$ cat src/rtl/alu_pipe.sv
// alu_pipe: two-stage valid/ready execution wrapper around the RV32I ADD/SUB/AND/OR/SLT set.
// S1 holds the accepted request; S2 holds the computed response and drives every out_* port.
module alu_pipe #(
  parameter int WIDTH   = 32,
  parameter int TAG_W   = 4,
  parameter int COUNT_W = 16
) (
  input  logic               clk,
  input  logic               reset,
  input  logic               in_valid,
  output logic               in_ready,
  input  logic [WIDTH-1:0]   in_a,
  input  logic [WIDTH-1:0]   in_b,
  input  logic [2:0]         in_ctrl,
  input  logic [TAG_W-1:0]   in_tag,
  output logic               out_valid,
  input  logic               out_ready,
  output logic [WIDTH-1:0]   out_result,
  output logic               out_carry,
  output logic               out_overflow,
  output logic               out_zero,
  output logic               out_negative,
  output logic               out_illegal,
  output logic [TAG_W-1:0]   out_tag,
  output logic [COUNT_W-1:0] op_count
);
  localparam logic [2:0] OP_ADD = 3'b000;
  localparam logic [2:0] OP_SUB = 3'b001;
  localparam logic [2:0] OP_AND = 3'b010;
  localparam logic [2:0] OP_OR  = 3'b011;
  localparam logic [2:0] OP_SLT = 3'b101;

  logic               s1_valid_q;
  logic [WIDTH-1:0]   s1_a_q, s1_b_q;
  logic [2:0]         s1_ctrl_q;
  logic [TAG_W-1:0]   s1_tag_q;

  logic               s2_valid_q;
  logic [WIDTH-1:0]   s2_result_q;
  logic               s2_carry_q, s2_overflow_q, s2_zero_q, s2_negative_q, s2_illegal_q;
  logic [TAG_W-1:0]   s2_tag_q;
  logic [COUNT_W-1:0] op_count_q;

  logic               s2_adv, accept, pop;
  logic [WIDTH:0]     sum, diff;
  logic               ovf_add, ovf_sub;
  logic [WIDTH-1:0]   result_d;
  logic               carry_d, overflow_d, illegal_d;

  // S1 may refill on the same edge it hands its op to S2.
  assign s2_adv   = s1_valid_q & (~s2_valid_q | out_ready);
  assign in_ready = ~s1_valid_q | s2_adv;
  assign accept   = in_valid & in_ready;
  assign pop      = s2_valid_q & out_ready;

  assign sum     = {1'b0, s1_a_q} + {1'b0, s1_b_q};
  assign diff    = {1'b0, s1_a_q} + {1'b0, ~s1_b_q} + {{WIDTH{1'b0}}, 1'b1};
  assign ovf_add = (s1_a_q[WIDTH-1] == s1_b_q[WIDTH-1]) & (sum[WIDTH-1] != s1_a_q[WIDTH-1]);
  assign ovf_sub = (s1_a_q[WIDTH-1] != s1_b_q[WIDTH-1]) & (diff[WIDTH-1] != s1_a_q[WIDTH-1]);

  always_comb begin
    result_d   = '0;
    carry_d    = 1'b0;
    overflow_d = 1'b0;
    illegal_d  = 1'b0;
    case (s1_ctrl_q)
      OP_ADD: begin
        result_d   = sum[WIDTH-1:0];
        carry_d    = sum[WIDTH];
        overflow_d = ovf_add;
      end
      OP_SUB: begin
        result_d   = diff[WIDTH-1:0];
        carry_d    = diff[WIDTH];
        overflow_d = ovf_sub;
      end
      OP_AND: result_d = s1_a_q & s1_b_q;
      OP_OR:  result_d = s1_a_q | s1_b_q;
      OP_SLT: begin
        result_d   = {{(WIDTH-1){1'b0}}, diff[WIDTH-1] ^ ovf_sub};
        carry_d    = diff[WIDTH];
        overflow_d = ovf_sub;
      end
      default: illegal_d = 1'b1;
    endcase
  end

  always_ff @(posedge clk or posedge reset) begin
    if (reset) begin
      s1_valid_q <= 1'b0;
      s1_a_q     <= '0;
      s1_b_q     <= '0;
      s1_ctrl_q  <= '0;
      s1_tag_q   <= '0;
    end else begin
      if (accept) begin
        s1_valid_q <= 1'b1;
        s1_a_q     <= in_a;
        s1_b_q     <= in_b;
        s1_ctrl_q  <= in_ctrl;
        s1_tag_q   <= in_tag;
      end else if (s2_adv) begin
        s1_valid_q <= 1'b0;
      end
    end
  end

  always_ff @(posedge clk or posedge reset) begin
    if (reset) begin
      s2_valid_q    <= 1'b0;
      s2_result_q   <= '0;
      s2_carry_q    <= 1'b0;
      s2_overflow_q <= 1'b0;
      s2_zero_q     <= 1'b0;
      s2_negative_q <= 1'b0;
      s2_illegal_q  <= 1'b0;
      s2_tag_q      <= '0;
      op_count_q    <= '0;
    end else begin
      if (s2_adv) begin
        s2_valid_q    <= 1'b1;
        s2_result_q   <= result_d;
        s2_carry_q    <= carry_d;
        s2_overflow_q <= overflow_d;
        s2_zero_q     <= (result_d == '0);
        s2_negative_q <= result_d[WIDTH-1];
        s2_illegal_q  <= illegal_d;
        s2_tag_q      <= s1_tag_q;
      end else if (pop) begin
        s2_valid_q <= 1'b0;
      end
      if (pop) begin
        op_count_q <= op_count_q + 1'b1;
      end
    end
  end

  assign out_valid    = s2_valid_q;
  assign out_result   = s2_result_q;
  assign out_carry    = s2_carry_q;
  assign out_overflow = s2_overflow_q;
  assign out_zero     = s2_zero_q;
  assign out_negative = s2_negative_q;
  assign out_illegal  = s2_illegal_q;
  assign out_tag      = s2_tag_q;
  assign op_count     = op_count_q;
endmodule

$ cat config.mk
export PLATFORM = sky130hd
export DESIGN_NAME = alu_pipe
export DESIGN_NICKNAME = d
export VERILOG_FILES = /design/src/rtl/alu_pipe.sv
export SDC_FILE = /design/constraint.sdc
export NUM_CORES = 1
export LEC_CHECK = 0
export BUFFER_PORTS_ARGS = -buffer_cell sky130_fd_sc_hd__buf_2
export CAP_MARGIN = 20
export CORE_UTILIZATION = 40
export CTS_CLUSTER_SIZE = 16
export DETAILED_ROUTE_END_ITERATION = 8
export GPL_TIMING_DRIVEN = 0
export HOLD_SLACK_MARGIN = 0.12
export PLACE_DENSITY = 0.62
export SYNTH_ARGS = -nofsm -noshare
export SYNTH_HDL_FRONTEND = slang
export SYNTH_SLANG_ARGS = --single-unit
$ cat constraint.sdc
create_clock -name clk -period 4.6 [get_ports clk]
set_input_delay 0.23 -clock clk [delete_from_list [all_inputs] [get_ports clk]]
set_output_delay 0.23 -clock clk [all_outputs]
set_load 0.02 [all_outputs]
Yosys cells after proc, flatten, opt, wreduce, memory -nomap -nowiden
Cells that the tools add are included. Widths: inputs -> output; s select.

Input bits: 75. Output and inout bits: 59. Flip-flop bits (word level): 130.

Eq/ne operators: 8. Add/subtract/negate cells: 4. Muxes and demuxes: 8. Reductions and logical operators: 6. Bitwise logic cells: 13.

Operators by type and width (number): $pmux 32 s5 (1); $add 32x32->33 (2); $add 33x1->33 const B (1); $and 32x32->32 (1); $logic_not 32->1 (1); $not 32->32 (1); $or 32x32->32 (1); $add 16x1->16 const B (1); $eq 3x2->1 const B (2); $and 1x1->1 (5); $mux 1 (5); $reduce_or 5->1 (1); $pmux 1 s2 (2); $reduce_bool 2->1 (2); $eq 3x1->1 const B (1); $eq 3x3->1 const B (1); $logic_not 3->1 (1); $ne 1x1->1 (3); $not 1->1 (2); $or 1x1->1 (2); $reduce_or 2->1 (1); $eq 1x1->1 (1); $xor 1x1->1 (1).

Longest topological paths before layout
Depth in word-level cells: 8. Depth in mapped cells: 24.

Worst setup path after synthesis
OpenSTA, ideal clock, no wires.

Path type: reg-to-reg. Start: register s1_a_q[8]. End: register s2_zero_q, in the netlist out_zero. Period minus slack after synthesis: 4.349 ns. Buffers on the path: 1. Arrival time: 4.257 ns. Stages on the path, launching flop included: 24. Slack: 0.251 ns. Cells stage by stage: dfrtp_1 > inv_1 > ha_1 > buf_2 > or3_2 > a2111oi_1 > a2111o_1 > a41o_2 > a211oi_1 > nor2_1 > nor2_1 > o21ai_0 > fa_1 > nand3b_1 > a21oi_1 > a21oi_1 > nor4bb_1 > nand4_1 > nor4b_1 > nand4_1 > nor3_1 > and4_1 > nand4_1 > o31ai_2.

Cells in the longest elaborated chain, start to end: 7. Elaborated cells between the ends (all ways): 10.

RTL lines: start: declaration (RTL line 34) `logic [WIDTH-1:0] s1_a_q, s1_b_q;`; start signal: assignment (RTL line 98) `s1_a_q <= in_a;`; $add 32x32->33 (RTL line 57) `assign diff = {1'b0, s1_a_q} + {1'b0, ~s1_b_q} + {{WIDTH{1'b0}}, 1'b1};`; $add 33x1->33 (RTL line 57); $ne 1x1->1 (RTL line 59) `assign ovf_sub = (s1_a_q[WIDTH-1] != s1_b_q[WIDTH-1]) & (diff[WIDTH-1] != s1_a_q[WIDTH-1]);`; $and 1x1->1 (RTL line 59); $xor 1x1->1 (RTL line 80) `result_d = {{(WIDTH-1){1'b0}}, diff[WIDTH-1] ^ ovf_sub};`; $pmux 32 s5 * (RTL line 66) `case (s1_ctrl_q)`; $logic_not 32->1 * (RTL line 125) `s2_zero_q <= (result_d == '0);`; end signal: assignment (RTL line 125); end: declaration (RTL line 40) `logic s2_carry_q, s2_overflow_q, s2_zero_q, s2_negative_q, s2_illegal_q;`.

Every way passes the cells marked *; elsewhere a longest branch is shown, timed or not. A chain may end at the register's enable or synchronous reset.

Worst setup path after layout
Start: register s1_b_q[4]. End: register s2_zero_q, in the netlist out_zero.

Cells in the longest elaborated chain, start to end: 8. Elaborated cells between the ends (all ways): 11.

RTL lines: start: declaration (RTL line 34); start signal: assignment (RTL line 99) `s1_b_q <= in_b;`; $not 32->32 (RTL line 57); $add 32x32->33 (RTL line 57); $add 33x1->33 (RTL line 57); $ne 1x1->1 (RTL line 59); $and 1x1->1 (RTL line 59); $xor 1x1->1 (RTL line 80); $pmux 32 s5 * (RTL line 66); $logic_not 32->1 * (RTL line 125).

Marked as above.

==> out/metrics.yaml <==
timing.rr.end: "out_zero"
relSlewSlack_pct: 36.4
synthArstFlopShare_pct: 100
power_leakage_nw: 6.19
wire_per_inst_um: 20.3
reg2reg_slack_ns: -0.25
crit_type: "flip-flop to flip-flop"
synth_area_leaders: "dfrtp_1, ha_1, mux2_2"
period_share_pct: 105
antenna_found_initial: 0
path_max_fanout: 6
power.total_mw: 6.02
synth_seq_area_share_pct: 31.4
syn_inst: 1147
grt_usage_pct: 27.6
first_iter_violations: 1028
maxCapViolCount: 0
worst_slack_ns: -0.252
r2r_start: "s1_b_q[4]"
n_antenna_cell: 0
drive_gt1_share_pct: 25.8
num_rows: 58
fmaxAchievable_mhz: 206
cp.required_ns: 4.95
port_buffers: 133
whs_ns: 0.373
dr_total_vias: 9844
num-fill-cells: 2317
syn_to_final_growth_pct: 29.0
path_common_cell: "nand4_1"
dr.pass1.iters: 5
ant_nets: 0
startpoint_type: "flip-flop"
route.detailed.drc: 0
synth.top_cells.by_count: "dfrtp_1, ha_1, nand2_1, inv_1, a21oi_1"
worst_slew_pin_slew_ns: 0.951
synth_ff_type: "dfrtp_1"
ys_types: 88
htree_levels: 4
clock-sinks: 129
gp_congestion: 0.963
core-area_um2: 25200
vias_per_cell: 5.64
tns_ns: -0.252
violations: "negative setup slack"
dieArea_um2: 26300
vdd_drop_max_uv: 326
finalNetCount: 1587
synth-edff-count: 0
slew_violations: 0
tritoncts: "built"
netlist.area_leader.share_pct: 31.4
reg2regPathDepth: 23
start_util_pct: 40.8
yosys_warnings: 0
grt_pass1_wl_um: 55200
ioPinCount: 134
critPathTopFamily: "simple AND/OR/NAND/NOR gates"
clk_pin_slew_ns: 0.07
crit_arrival_ns: 5.20
min_period_ns: 4.85
grt_start_max_net_pins: 80
die_h_um: 162
syn_area_um2: 10300
synth.largest_area_cell: "dfrtp_1"
dieWidth_um: 162
hold_violations: 0
cts_buffer_depth: 2
cpMaxStageDelayCell: "a2111oi_4"
skew_ns: 0.0129
grt_overflow: 0
numCtsBuffers: 17
synth.most_common_cell: "dfrtp_1"
grt_setup_unrepaired: "yes"
synthesis.nets: 1332
crit_path_cell_trace: "inv_2 -> ha_4 -> nor2_4 -> a211oi_4 -> a2111oi_4 -> a2111o_1 -> a41o_4 -> a211oi_4 -> nor2_1 -> nor2_1 -> o21ai_2 -> fa_2 -> nand3b_1 -> a21oi_2 -> a21oi_2 -> nor4bb_4 -> nand4_1 -> nor4b_4 -> nand4_1 -> nor3_2 -> and4_1 -> nand4_1 -> o31ai_2"
grt_pass1_vias: 9460
worstSkewPairLatency_ns: 0.44
endpoint_kind: "flip-flop"
status: "finished, violations left"
syn_avg_cell_area_um2: 8.95
worst_path_largest_cell_delay_ns: 0.46
ys_ff_latch: 129
hold_class: "input pin to asynchronous set/reset pin"
hpwl_um: 26100
setup_viol: 1
crit_buf_inv: 1
power.density_nw_per_um2: 454
cts_root_buf: "clkbuf_16"
wl_um: 35400
-- what timing repair did --
| action | in CTS | in global routing |
|---|---|---|
| gates cloned | 0 | 0 |
| hold buffers | 74 | 0 |
| endpoints found under the hold margin | 123 | 0 |
| pin swaps | 20 | 15 |
| resized for setup | 58 | 4 |
| setup endpoints to repair | 2 | 1 |
| buffers inserted | 29 | 4 |
-- layout make-up --
type | instances | area (µm²) | share of cell area [%]
plain buffers | 63 | 378 | 2.85
clock buffers | 17 | 425 | 3.21
clock inverters | 15 | 186 | 1.41
inverters | 94 | 358 | 2.70
multi-input cells | 856 | 6570 | 49.6
flip-flops and latches | 129 | 3230 | 24.4
well taps | 330 | 413 | 3.12
repair buffers | 241 | 1680 | 12.7
-- power by group --
group	internal [mW]	switching (mW)	total [mW]
registers	1.36	0.190	1.55
clock network	0.784	0.672	1.46
logic	1.16	1.85	3.01
-- stage by stage --
stage	util, %	worst slack, ns	instance area, µm²	instances
after floorplan	-	0.251	10300	1147
after global placement	45.1	-1.54	11300	1610
after detailed placement	45.2	-1.52	11400	1611
after CTS	52.4	-0.295	13200	1742
after global routing	52.6	-0.385	13200	1745
final	52.6	-0.252	13200	1745
-- cell usage in the layout, fill, tap and decap left out, types with 7 or more instances in the layout --
cell type,n
buf_2,141
dfrtp_1,127
nand2_1,106
ha_1,99
a21oi_1,85
inv_1,84
nor2_1,76
mux2_2,74
dlygate4sd3_1,74
o21ai_0,50
buf_4,35
clkbuf_1,33
nor3_1,26
a211oi_1,20
a21o_1,19
nand3_1,18
clkbuf_16,17
o211ai_1,16
a22o_1,15
nand2b_1,13
nand4_1,11
xnor2_1,10
xor2_1,10
clkbuf_8,10
a31oi_1,10
nor2b_1,9
inv_2,9
o21bai_1,8
a221o_1,8
o221ai_1,7
o22ai_1,7
o31ai_1,7
-- cell families after synthesis --
kind of cell    count (synthesis)  share of synthesized area (%)
compound gates                336                           23.1
simple gates                  311                           14.3
buf+inv                       162                           7.21
flops                         129                           31.4
fa+ha+maj                     110                           13.6
mux                            79                           8.60
xor+xnor                       20                           1.71
-- worst max-delay path by stage --
stage	start	endpoint	slack (ns)	cells after the start
2_1_floorplan	s1_a_q[8]	out_zero	0.25	23
3_3_place_gp	s1_a_q[8]	out_zero	-1.54	23
3_5_place_dp	s1_a_q[6]	out_zero	-1.52	23
4_1_cts	s1_b_q[8]	out_zero	-0.30	23
5_1_grt	s1_b_q[4]	out_zero	-0.39	23
6_report	s1_b_q[4]	out_zero	-0.25	23
-- sequential cells by signal (all words and copies together) (netlist names) --
register,flops
s1_a_q,32
s1_valid_q,1
out_valid,1
out_overflow,1
op_count,16
s1_ctrl_q,3
s1_tag_q,4
out_carry,1
out_zero,1
out_illegal,1
out_result,32
out_tag,4
s1_b_q,32
-- tightest hold or removal path, delay by kind of cell --
kind	cells	cell delay, ns
buf+inv	3	1.01
-- metal layers --
layer	up-vias	GRT usage, %	share of wire, %
met1	4756	40.7	48
li1	4634	-	-
met3	35	3.75	6.6
met4	0	6.99	1.3
met2	419	42.0	44
met5	-	0	0
(Power assumes the default switching activity.)
